<file path="config.mk">
export PLATFORM = sky130hd
export DESIGN_NAME = hazard_unit_flat
export DESIGN_NICKNAME = d
export VERILOG_FILES = /design/src/rtl/cpu_types_pkg.sv /design/src/rtl/hazard_unit_if.sv /design/src/rtl/hazard_unit.sv /design/src/flat_wrapper.sv
export SDC_FILE = /design/constraint.sdc
export NUM_CORES = 1
export LEC_CHECK = 0
export CAP_MARGIN = 25
export CORE_MARGIN = 8
export CORE_UTILIZATION = 45
export DETAILED_ROUTE_END_ITERATION = 16
export PLACE_DENSITY = 0.95
export SYNTH_ARGS = -nofsm -noshare
export SYNTH_HDL_FRONTEND = slang
export SYNTH_SLANG_ARGS = --single-unit
</file>
<file path="constraint.sdc">
create_clock -name CLK -period 5.5 [get_ports CLK]
set_input_delay 1.65 -clock CLK [delete_from_list [all_inputs] [get_ports CLK]]
set_output_delay 1.65 -clock CLK [all_outputs]
set_load 0.02 [all_outputs]
</file>
<file path="src/rtl/cpu_types_pkg.sv">
// Shared pipeline types for the CPU core: register indices, hazard FSM states
// and the latch-control bundle produced by the hazard unit.
package cpu_types_pkg;

    localparam int unsigned REG_W       = 5;
    localparam int unsigned STALL_CNT_W = 16;

    typedef logic [REG_W-1:0] regbits_t;

    typedef enum logic [1:0] {
        RUN     = 2'd0,
        MEMWAIT = 2'd1,
        HALT    = 2'd2
    } hazard_state_t;

    typedef struct packed {
        logic pc_en;
        logic ifid_en;
        logic idex_en;
        logic exmem_en;
        logic memwb_en;
        logic ifid_flush;
        logic idex_flush;
    } latch_ctrl_t;

    // EX-stage load whose destination feeds an ID-stage source; r0 never hazards.
    function automatic logic is_load_use(input logic     idex_dren,
                                         input regbits_t idex_wsel,
                                         input regbits_t ifid_rs,
                                         input regbits_t ifid_rt);
        return idex_dren && (idex_wsel != '0) &&
               ((idex_wsel == ifid_rs) || (idex_wsel == ifid_rt));
    endfunction

    // Pipeline control once memory is not holding the core (redirect > load-use > imiss).
    function automatic latch_ctrl_t run_rules(input logic redirect,
                                              input logic load_use,
                                              input logic ihit);
        latch_ctrl_t c;
        c = '0;
        if (redirect) begin
            c.pc_en      = ihit;
            c.ifid_en    = 1'b1;
            c.idex_en    = 1'b1;
            c.exmem_en   = 1'b1;
            c.memwb_en   = 1'b1;
            c.ifid_flush = 1'b1;
            c.idex_flush = 1'b1;
        end else if (load_use) begin
            c.idex_en    = 1'b1;
            c.exmem_en   = 1'b1;
            c.memwb_en   = 1'b1;
            c.idex_flush = 1'b1;
        end else if (ihit) begin
            c.pc_en    = 1'b1;
            c.ifid_en  = 1'b1;
            c.idex_en  = 1'b1;
            c.exmem_en = 1'b1;
            c.memwb_en = 1'b1;
        end
        return c;
    endfunction

endpackage

</file>
<file path="src/rtl/hazard_unit_if.sv">
// Hazard-unit bundle: pipeline status in, latch enables/flushes and status out.
interface hazard_unit_if;
    import cpu_types_pkg::*;

    logic                   ihit;
    logic                   dhit;
    logic                   exmem_dREN;
    logic                   exmem_dWEN;
    logic                   idex_dREN;
    regbits_t               idex_wsel;
    regbits_t               ifid_rs;
    regbits_t               ifid_rt;
    logic                   ex_branch_taken;
    logic                   ex_jump;
    logic                   memwb_halt;
    logic                   pc_en;
    logic                   ifid_en;
    logic                   idex_en;
    logic                   exmem_en;
    logic                   memwb_en;
    logic                   ifid_flush;
    logic                   idex_flush;
    logic                   halted;
    logic [STALL_CNT_W-1:0] stall_cnt;

    modport hu (
        input  ihit, dhit, exmem_dREN, exmem_dWEN, idex_dREN, idex_wsel,
               ifid_rs, ifid_rt, ex_branch_taken, ex_jump, memwb_halt,
        output pc_en, ifid_en, idex_en, exmem_en, memwb_en,
               ifid_flush, idex_flush, halted, stall_cnt
    );

    modport cpu (
        output ihit, dhit, exmem_dREN, exmem_dWEN, idex_dREN, idex_wsel,
               ifid_rs, ifid_rt, ex_branch_taken, ex_jump, memwb_halt,
        input  pc_en, ifid_en, idex_en, exmem_en, memwb_en,
               ifid_flush, idex_flush, halted, stall_cnt
    );
endinterface

</file>
<file path="src/rtl/hazard_unit.sv">
// Pipeline hazard unit: memory-wait/halt FSM, combinational latch control and
// a saturating count of cycles in which the PC is held.
module hazard_unit
    import cpu_types_pkg::*;
(
    input  logic       CLK,
    input  logic       RST,
    hazard_unit_if.hu  hif
);

    localparam logic [STALL_CNT_W-1:0] STALL_MAX = '1;

    hazard_state_t          state;
    hazard_state_t          state_next;
    latch_ctrl_t            ctrl;
    logic                   halted_c;
    logic                   load_use_c;
    logic                   redirect_c;
    logic                   mem_pending_c;
    logic [STALL_CNT_W-1:0] stall_cnt_q;

    assign load_use_c    = is_load_use(hif.idex_dREN, hif.idex_wsel, hif.ifid_rs, hif.ifid_rt);
    assign redirect_c    = hif.ex_branch_taken | hif.ex_jump;
    assign mem_pending_c = hif.exmem_dREN | hif.exmem_dWEN;

    always_ff @(posedge CLK) begin
        if (RST) begin
            state <= RUN;
        end else begin
            state <= state_next;
        end
    end

    always_comb begin
        ctrl       = '0;
        state_next = state;
        halted_c   = 1'b0;
        if (!RST) begin
            unique case (state)
                RUN: begin
                    if (mem_pending_c && !hif.dhit) begin
                        state_next = MEMWAIT;
                    end else begin
                        ctrl = run_rules(redirect_c, load_use_c, hif.ihit);
                    end
                end
                MEMWAIT: begin
                    // Access completing this cycle counts as the memory term satisfied.
                    if (hif.dhit) begin
                        ctrl       = run_rules(redirect_c, load_use_c, hif.ihit);
                        state_next = RUN;
                    end
                end
                HALT: begin
                    halted_c = 1'b1;
                end
                default: begin
                    state_next = RUN;
                end
            endcase
            // Halt retiring through WB overrides any other transition.
            if ((state != HALT) && hif.memwb_halt && ctrl.memwb_en) begin
                state_next = HALT;
            end
        end
    end

    // Stall performance counter, saturating at all-ones.
    always_ff @(posedge CLK) begin
        if (RST) begin
            stall_cnt_q <= '0;
        end else if ((state != HALT) && !ctrl.pc_en && (stall_cnt_q != STALL_MAX)) begin
            stall_cnt_q <= stall_cnt_q + STALL_CNT_W'(1);
        end
    end

    assign hif.pc_en      = ctrl.pc_en;
    assign hif.ifid_en    = ctrl.ifid_en;
    assign hif.idex_en    = ctrl.idex_en;
    assign hif.exmem_en   = ctrl.exmem_en;
    assign hif.memwb_en   = ctrl.memwb_en;
    assign hif.ifid_flush = ctrl.ifid_flush;
    assign hif.idex_flush = ctrl.idex_flush;
    assign hif.halted     = halted_c;
    assign hif.stall_cnt  = stall_cnt_q;

endmodule
</file>
<file path="src/flat_wrapper.sv">
// flat-port wrapper written by rule: the top's interface ports become plain ports
module hazard_unit_flat import cpu_types_pkg::*;
  (CLK, RST, hif_ihit, hif_dhit, hif_exmem_dREN, hif_exmem_dWEN, hif_idex_dREN, hif_idex_wsel, hif_ifid_rs, hif_ifid_rt, hif_ex_branch_taken, hif_ex_jump, hif_memwb_halt, hif_pc_en, hif_ifid_en, hif_idex_en, hif_exmem_en, hif_memwb_en, hif_ifid_flush, hif_idex_flush, hif_halted, hif_stall_cnt);
  hazard_unit_if hif_i ();
  input  logic CLK;
  input  logic RST;
  input wire logic [$bits(hif_i.ihit)-1:0] hif_ihit;
  input wire logic [$bits(hif_i.dhit)-1:0] hif_dhit;
  input wire logic [$bits(hif_i.exmem_dREN)-1:0] hif_exmem_dREN;
  input wire logic [$bits(hif_i.exmem_dWEN)-1:0] hif_exmem_dWEN;
  input wire logic [$bits(hif_i.idex_dREN)-1:0] hif_idex_dREN;
  input wire logic [$bits(hif_i.idex_wsel)-1:0] hif_idex_wsel;
  input wire logic [$bits(hif_i.ifid_rs)-1:0] hif_ifid_rs;
  input wire logic [$bits(hif_i.ifid_rt)-1:0] hif_ifid_rt;
  input wire logic [$bits(hif_i.ex_branch_taken)-1:0] hif_ex_branch_taken;
  input wire logic [$bits(hif_i.ex_jump)-1:0] hif_ex_jump;
  input wire logic [$bits(hif_i.memwb_halt)-1:0] hif_memwb_halt;
  output wire logic [$bits(hif_i.pc_en)-1:0] hif_pc_en;
  output wire logic [$bits(hif_i.ifid_en)-1:0] hif_ifid_en;
  output wire logic [$bits(hif_i.idex_en)-1:0] hif_idex_en;
  output wire logic [$bits(hif_i.exmem_en)-1:0] hif_exmem_en;
  output wire logic [$bits(hif_i.memwb_en)-1:0] hif_memwb_en;
  output wire logic [$bits(hif_i.ifid_flush)-1:0] hif_ifid_flush;
  output wire logic [$bits(hif_i.idex_flush)-1:0] hif_idex_flush;
  output wire logic [$bits(hif_i.halted)-1:0] hif_halted;
  output wire logic [$bits(hif_i.stall_cnt)-1:0] hif_stall_cnt;
  assign hif_i.ihit = hif_ihit;
  assign hif_i.dhit = hif_dhit;
  assign hif_i.exmem_dREN = hif_exmem_dREN;
  assign hif_i.exmem_dWEN = hif_exmem_dWEN;
  assign hif_i.idex_dREN = hif_idex_dREN;
  assign hif_i.idex_wsel = hif_idex_wsel;
  assign hif_i.ifid_rs = hif_ifid_rs;
  assign hif_i.ifid_rt = hif_ifid_rt;
  assign hif_i.ex_branch_taken = hif_ex_branch_taken;
  assign hif_i.ex_jump = hif_ex_jump;
  assign hif_i.memwb_halt = hif_memwb_halt;
  assign hif_pc_en = hif_i.pc_en;
  assign hif_ifid_en = hif_i.ifid_en;
  assign hif_idex_en = hif_i.idex_en;
  assign hif_exmem_en = hif_i.exmem_en;
  assign hif_memwb_en = hif_i.memwb_en;
  assign hif_ifid_flush = hif_i.ifid_flush;
  assign hif_idex_flush = hif_i.idex_flush;
  assign hif_halted = hif_i.halted;
  assign hif_stall_cnt = hif_i.stall_cnt;
  hazard_unit u_core (.CLK(CLK), .RST(RST), .hif(hif_i));
endmodule
</file>
==> metrics.md, run 1 <==
| Metric | Value |
|---|---|
| Register area | `360 um^2` |
| EDFF count, synth | `0` |
| Fin nets | `about 230` |
| Largest net degree at the start of global routing | `24` |
| CTS sink cnt | `18` |
| Overall fraction of global-route tracks in use | `0.156` |
| Diode count | `0` |
| Hold Crit Class | `reg2reg` |
| LEAKAGE | `0.000636 uW` |
| Clock Skew | `0.00467 ns` |
| Post-DRT Antenna Nets | `0` |
| CTS H-tree depth | `1` |
| Post-synthesis cell type count | `38` |
| Post-layout utilization of the core | `0.694` |
| Setup violations, final | `0` |
| WS Path Type | `in2out` |
| Mapped Nets | `between 150 and 200` |
| Core area | `2500 um^2` |
| DPL Wire Length | `~2700 um` |
| Height of the die | `67.5 um` |
| CTS Buf Count | `3` |
| FMAX | `187 MHz` |
| Clk buf depth | `2` |
| Vias in the first global route | `roughly 1300` |
| Max-cap viol count | `0` |
| CP arrival | `between 3 and 4 ns` |
| CTS tree | `yes` |
| Final Cycle Share | `0.973` |
| First-pass GRT wire length | `about 5700 um` |
| Max VDD drop | `between 0.15 and 0.2 mV` |
| Share of cells above drive strength 1 | `0.0850` |
| Detailed-route DRC error count | `0` |
| Multi-input logic area | `767 um^2` |
| Worst skew pair latency | `0.30 ns` |
| RePlAce Congestion | `0.848` |
| Die area | `4560 um^2` |
| Routed WL | `between 3000 and 4000 um` |
| Initial core utilization | `0.477` |
| Clk root buf | `clkbuf_4` |
| Buffers on Ports | `48` |
| Num rows | `18` |
| Pwr/cell area | `176 nW/um^2` |
| Endpoints failing hold | `0` |
| Rel. slew slack | `0.514` |
| Fin. max-slew vios | `0` |
| Worst Tran Pin Value | `between 0.7 and 0.8 ns` |
| Seq/Total Area, Yosys | `0.302` |
| Iter 0 DRT Violations | `29` |
| Fin Hold WS | `0.468 ns` |
| Synthesis-to-finish area growth | `45.4%` |
| Syn Inst Count | `151` |
| Status | `completed` |
| Cells after DPL | `approximately 230` |
| CP Capture Type | `primary output` |
| Clock transition at path regs | `0.11 ns` |
| Cell area after synthesis | `1190 um^2` |
| Yosys warnings | `0` |
| Max Fanout on Critical Path | `3` |
| Vias per std cell | `5.78` |
| Most frequent cells in the layout | `clkdlybuf4s50_1, dfxtp_1, a21oi_1` |
| IO Pins | `49` |
| Unrepaired setup endpoints after global routing | `no` |
| Prevailing post-synth register cell | `dfxtp_1` |
| Vias | `1330` |
| FF+latch count, synth | `18` |
| Share of flip-flops with an asynchronous set or reset | `0` |
| CP startpoint kind | `input port` |
| Crit path time final | `5.35 ns` |
| Die X | `67.5 um` |
| Critical path data required time | `3.85 ns` |
| Total gr overflow | `0` |
| Fillers | `230` |
| Commonest non-fill, non-tap cell in the layout | `clkdlybuf4s50_1` |
| Post-route non-filler standard cell count | `230` |
| Wire per inst | `15.6 um` |
| Setup TNS | `0 ns` |
| Syn_area_per_cell | `7.90 um^2` |
| First-pass DRT Iterations | `4` |
| Initial antenna violation count | `0` |
## Yosys cell counts, types with 2 or more instances
cell        n  area, um^2
o2111ai_1   2        17.5
nor3_2      2        20.0
clkbuf_1    3        11.3
o31ai_1     8        60.1
or4_1       9        67.6
inv_1       5        18.8
nor4_1      4        25.0
and3_1      4        25.0
a31oi_1     2        12.5
dfxtp_1    18         360
nor3_1      2        10.0
nand3_1     7        35.0
and4_1      3        26.3
mux2_2      3        33.8
buf_4       2        15.0
nor2b_1     3        18.8
a21oi_1    15        75.1
o41ai_1     2        17.5
and2_1      2        12.5
buf_2       2        10.0
o21ai_0     4        20.0
nand2_1    11        41.3
nor2_1     13        48.8
xor2_1     10        87.6
or2_2       2        12.5
## layout make-up
type,instances,area share
Inverter,5,0.0108
Timing Repair Buffer,53,0.297
Sequential cell,18,0.208
Clock buffer,4,0.0209
Multi-Input combinational cell,120,0.442
Tap cell,30,0.0216
## through the flow
stage | setup slack (ns) | instance area [um^2] | power, uW
floorplan | 0.662 | 1190 | 185
global placement | 0.00522 | 1690 | 222
detailed placement | -0.0509 | 1690 | 225
CTS | 0.0361 | 1730 | 306
global route | 0.0204 | 1740 | 320
finish | 0.146 | 1740 | 305
## worst max-delay path: stages
cell	delay, ns
clkdlybuf4s50_1	0.46
xor2_1	0.19
nor3_2	0.19
a22oi_2	0.10
or2_2	0.33
a21oi_1	0.15
clkdlybuf4s50_1	0.63
## registers in the layout (all words and copies together) (netlist names)
| register | count |
|---|---|
| u_core.hif.stall_cnt | 16 |
| u_core.state | 2 |
## worst paths after layout
check / end / slack [ns] / cells past startpoint / from
min: u_core.state[0] / 0.47 / 1 / u_core.state[1]
min reg2reg: u_core.state[0] / 0.47 / 1 / u_core.state[1]
max reg2reg: u_core.hif.stall_cnt[15] / 3.30 / 7 / u_core.hif.stall_cnt[3]
max: hif_idex_flush / 0.15 / 7 / hif_idex_wsel[3]
## timing repair
action	CTS	global route
setup buffers	0	0
hold buffers	0	0
endpoints found under the setup margin	4	1
resized for setup	4	1
## power breakdown
part	switching, uW	total, uW	internal (uW)
Sequential	4.69	139	134
Combinational	41.8	81.6	39.8
Clock	43.8	84.2	40.5
## routing by layer
metal	vias to the layer above	global-route usage	routed length (um)
met3	6	0.0579	367
li1	665	-	-
met1	608	0.177	1490
met5	-	0	0
met4	0	0.0496	48
met2	51	0.263	1670
## cell families after synthesis
kind of cell | Yosys count | synth area share
AO/OA/AOI/OAI | 41 | 0.227
XOR/XNOR | 10 | 0.0734
adder cells (fa/ha/maj) | 1 | 0.0105
buffers and inverters | 13 | 0.0556
flip-flops | 18 | 0.302
multiplexers | 3 | 0.0283
AND/OR/NAND/NOR | 65 | 0.303
No activity file was read; power rests on OpenSTA's default activity.
==> run 2: changes to the inputs <==
--- a/config.mk
+++ b/config.mk
@@ -9,7 +9,8 @@
 export CORE_MARGIN = 8
 export CORE_UTILIZATION = 45
 export DETAILED_ROUTE_END_ITERATION = 16
-export PLACE_DENSITY = 0.95
+export DONT_BUFFER_PORTS = 1
+export PLACE_DENSITY = 0.72
 export SYNTH_ARGS = -nofsm -noshare
 export SYNTH_HDL_FRONTEND = slang
 export SYNTH_SLANG_ARGS = --single-unit
==> run 2 against run 1 <==
Maximum frequency increased by 12%. Utilization fell by 20 points. Sequential cell count did not move. Sequential share of layout area is 8.3 points higher. Clock power hardly changed. Register-to-register slack worse by 0.41 ns. Critical endpoint is now hif_ifid_en.
==> metrics.md, run 2 (synthesis results as in run 1) <==
| Metric | Value |
|---|---|
| Status | `completed (unchanged)` |
| Pwr/cell area | `218 nW/um^2 (was 176 nW/um^2)` |
| CP arrival | `3.11 ns (was 3.70 ns)` |
| Buffers on Ports | `0 (was 48)` |
| FMAX | `210 MHz (was 187 MHz)` |
| CP Capture Type | `primary output (unchanged)` |
| # hold bufs at CTS | `0 (unchanged)` |
| Total gr overflow | `0 (unchanged)` |
| Clock transition at path regs | `0.11 ns (about the same)` |
| Sw power | `80.8 uW (was 90.3 uW)` |
| Max VDD drop | `0.155 mV (was 0.168 mV)` |
| Most frequent cells in the layout | `dfxtp_1, a21oi_1, nor2_1 (was clkdlybuf4s50_1, dfxtp_1, a21oi_1)` |
| Commonest non-fill, non-tap cell in the layout | `dfxtp_1 (was clkdlybuf4s50_1)` |
| Fin. max-slew vios | `0 (unchanged)` |
| Sequential power share | `0.530 (was 0.456)` |
| Detailed-route DRC error count | `0 (unchanged)` |
| Worst path cell trace | `or4_1 > o21ai_1 > or2_2 > nand2_1 > a21oi_1 (was clkdlybuf4s50_1 > xor2_1 > nor3_2 > a22oi_2 > or2_2 > a21oi_1 > clkdlybuf4s50_1)` |
| Routed WL | `3190 um (was 3580 um)` |
| Crit path time final | `4.76 ns (was 5.35 ns)` |
| DPL Wire Length | `2440 um (was 2740 um)` |
| Worst skew pair latency | `0.30 ns (about the same)` |
| Overall fraction of global-route tracks in use | `0.137 (was 0.156)` |
| Number of flip-flops in the largest register | `16 (unchanged)` |
| Max Fanout on Critical Path | `5 (was 3)` |
| Slowest stage delay, CP | `0.51 ns (was 0.63 ns)` |
| Instance area at placement | `1190 um^2 (was 1690 um^2)` |
| Design Area, Final | `1240 um^2 (was 1740 um^2)` |
| Fin nets | `176 (was 227)` |
| First-pass GRT wire length | `4960 um (was 5690 um)` |
| Hold Crit Class | `reg2reg (unchanged)` |
| IO Pins | `49 (unchanged)` |
| Fillers | `249 (was 230)` |
| Clk buf depth | `2 (unchanged)` |
| Rel. slew slack | `0.494 (was 0.514)` |
| CTS sink cnt | `18 (unchanged)` |
| First-pass DRT Iterations | `4 (unchanged)` |
| CTS Buf Count | `3 (unchanged)` |
| Num rows | `18 (unchanged)` |
| Setup violations, final | `0 (unchanged)` |
| Vias in the first global route | `1129 (was 1290)` |
| Sw Ratio | `0.300 (was 0.296)` |
| Worst Tran Pin Value | `0.760 ns (was 0.729 ns)` |
| Initial antenna violation count | `0 (unchanged)` |
| Diode count | `0 (unchanged)` |
| Synthesis-to-finish area growth | `3.77% (was 45.4%)` |
| Clock Skew | `0.00903 ns (was 0.00467 ns)` |
| Cell Int Power | `189 uW (was 214 uW)` |
| RePlAce Congestion | `0.753 (was 0.848)` |
| Iter 0 DRT Violations | `47 (was 29)` |
| Clk root buf | `clkbuf_4 (unchanged)` |
| Largest net degree at the start of global routing | `24 (unchanged)` |
| Clock power frac | `0.313 (was 0.276)` |
| CTS H-tree depth | `1 (unchanged)` |
| Final Cycle Share | `0.865 (was 0.973)` |
| Critical path data required time | `3.85 ns (about the same)` |
| Slowest stage cell, crit path | `or4_1 (was clkdlybuf4s50_1)` |
| Post-DRT Antenna Nets | `0 (unchanged)` |
| Height of the die | `67.5 um (unchanged)` |
| Die X | `67.5 um (unchanged)` |
| Multi-input logic area | `767 um^2 (unchanged)` |
| Share of cells above drive strength 1 | `0.0940 (was 0.0850)` |
| Post CTS Setup Buffer Count | `0 (unchanged)` |
| WS Path Type | `in2out (unchanged)` |
| Setup TNS | `0 ns (unchanged)` |
| PostCTS Resize Cnt | `0 (was 4)` |
| LEAKAGE | `0.000416 uW (was 0.000636 uW)` |
| Die area | `4560 um^2 (unchanged)` |
| Endpoints failing hold | `0 (unchanged)` |
| Core area | `2500 um^2 (unchanged)` |
| Wire per inst | `17.8 um (was 15.6 um)` |
| Unrepaired setup endpoints after global routing | `no (unchanged)` |
| Comb pwr share | `0.157 (was 0.268)` |
| CP startpoint kind | `input port (unchanged)` |
| Register area | `360 um^2 (unchanged)` |
| Initial core utilization | `0.477 (unchanged)` |
| Vias | `1160 (was 1330)` |
| Max-cap viol count | `0 (unchanged)` |
| CTS tree | `yes (unchanged)` |
| Vias per std cell | `6.48 (was 5.78)` |
==> run 2: worst paths after layout <==
path	startpoint	endpoint	slack [ns]	depth (start not counted)
setup reg to reg	u_core.hif.stall_cnt[3]	u_core.hif.stall_cnt[15]	2.89	7
hold / removal	u_core.state[1]	u_core.state[0]	0.47	1
setup / recovery	hif_idex_wsel[0]	hif_ifid_en	0.74	5
hold reg to reg	u_core.state[1]	u_core.state[0]	0.47	1
==> run 2: layout make-up <==
| cell class | instances | area share |
|---|---|---|
| repair buffers | 2 | 0.0152 |
| well taps | 30 | 0.0303 |
| clock buffers | 4 | 0.0293 |
| flip-flops and latches | 18 | 0.291 |
| multi-input cells | 120 | 0.619 |
| inverters | 5 | 0.0152 |
==> run 2: power by group through the flow <==
| stage | registers [uW] | logic, uW | clock network [uW] |
|---|---|---|---|
| final | 143 | 42.3 | 84.4 |
| after global routing | 144 | 47.6 | 92.0 |
| after CTS | 143 | 42.5 | 87.2 |
| after detailed placement | 146 | 42.5 | 0 |
| after global placement | 146 | 40.8 | 0 |
| after floorplan | 144 | 40.6 | 0 |
==> run 2: through the flow <==
stage          setup slack, ns   util  total power (uW)  instances  hold slack, ns
6_report                 0.740  0.495               269        179           0.467
5_1_grt                  0.585  0.495               283        179           0.495
4_1_cts                  0.731  0.491               273        178           0.468
3_5_place_dp             0.730  0.476               188        174           0.451
3_3_place_gp             0.768  0.476               186        174           0.429
2_1_floorplan            0.662      -               185        151           0.421
==> run 2: layer usage <==
layer / up-vias / global-route usage / share of wire
li1: 566 / - / -
met1: 528 / 0.149 / 0.39
met2: 64 / 0.241 / 0.46
met3: 2 / 0.0480 / 0.13
met4: 0 / 0.0496 / 0.0097
met5: - / 0 / 0
==> run 2: worst max-delay path: cells and delay by family <==
kind	cells	cell delay (ns)
compound gates	2	0.69
simple gates	3	0.76
==> run 3: changes to the inputs <==
--- a/config.mk
+++ b/config.mk
@@ -8,6 +8,7 @@
 export CAP_MARGIN = 25
 export CORE_MARGIN = 8
 export CORE_UTILIZATION = 45
+export CTS_CLUSTER_SIZE = 10
 export DETAILED_ROUTE_END_ITERATION = 16
 export DONT_BUFFER_PORTS = 1
 export PLACE_DENSITY = 0.72
==> results of run 3 <==
The final DEF is identical to that of run 2; final timing and power are the same.
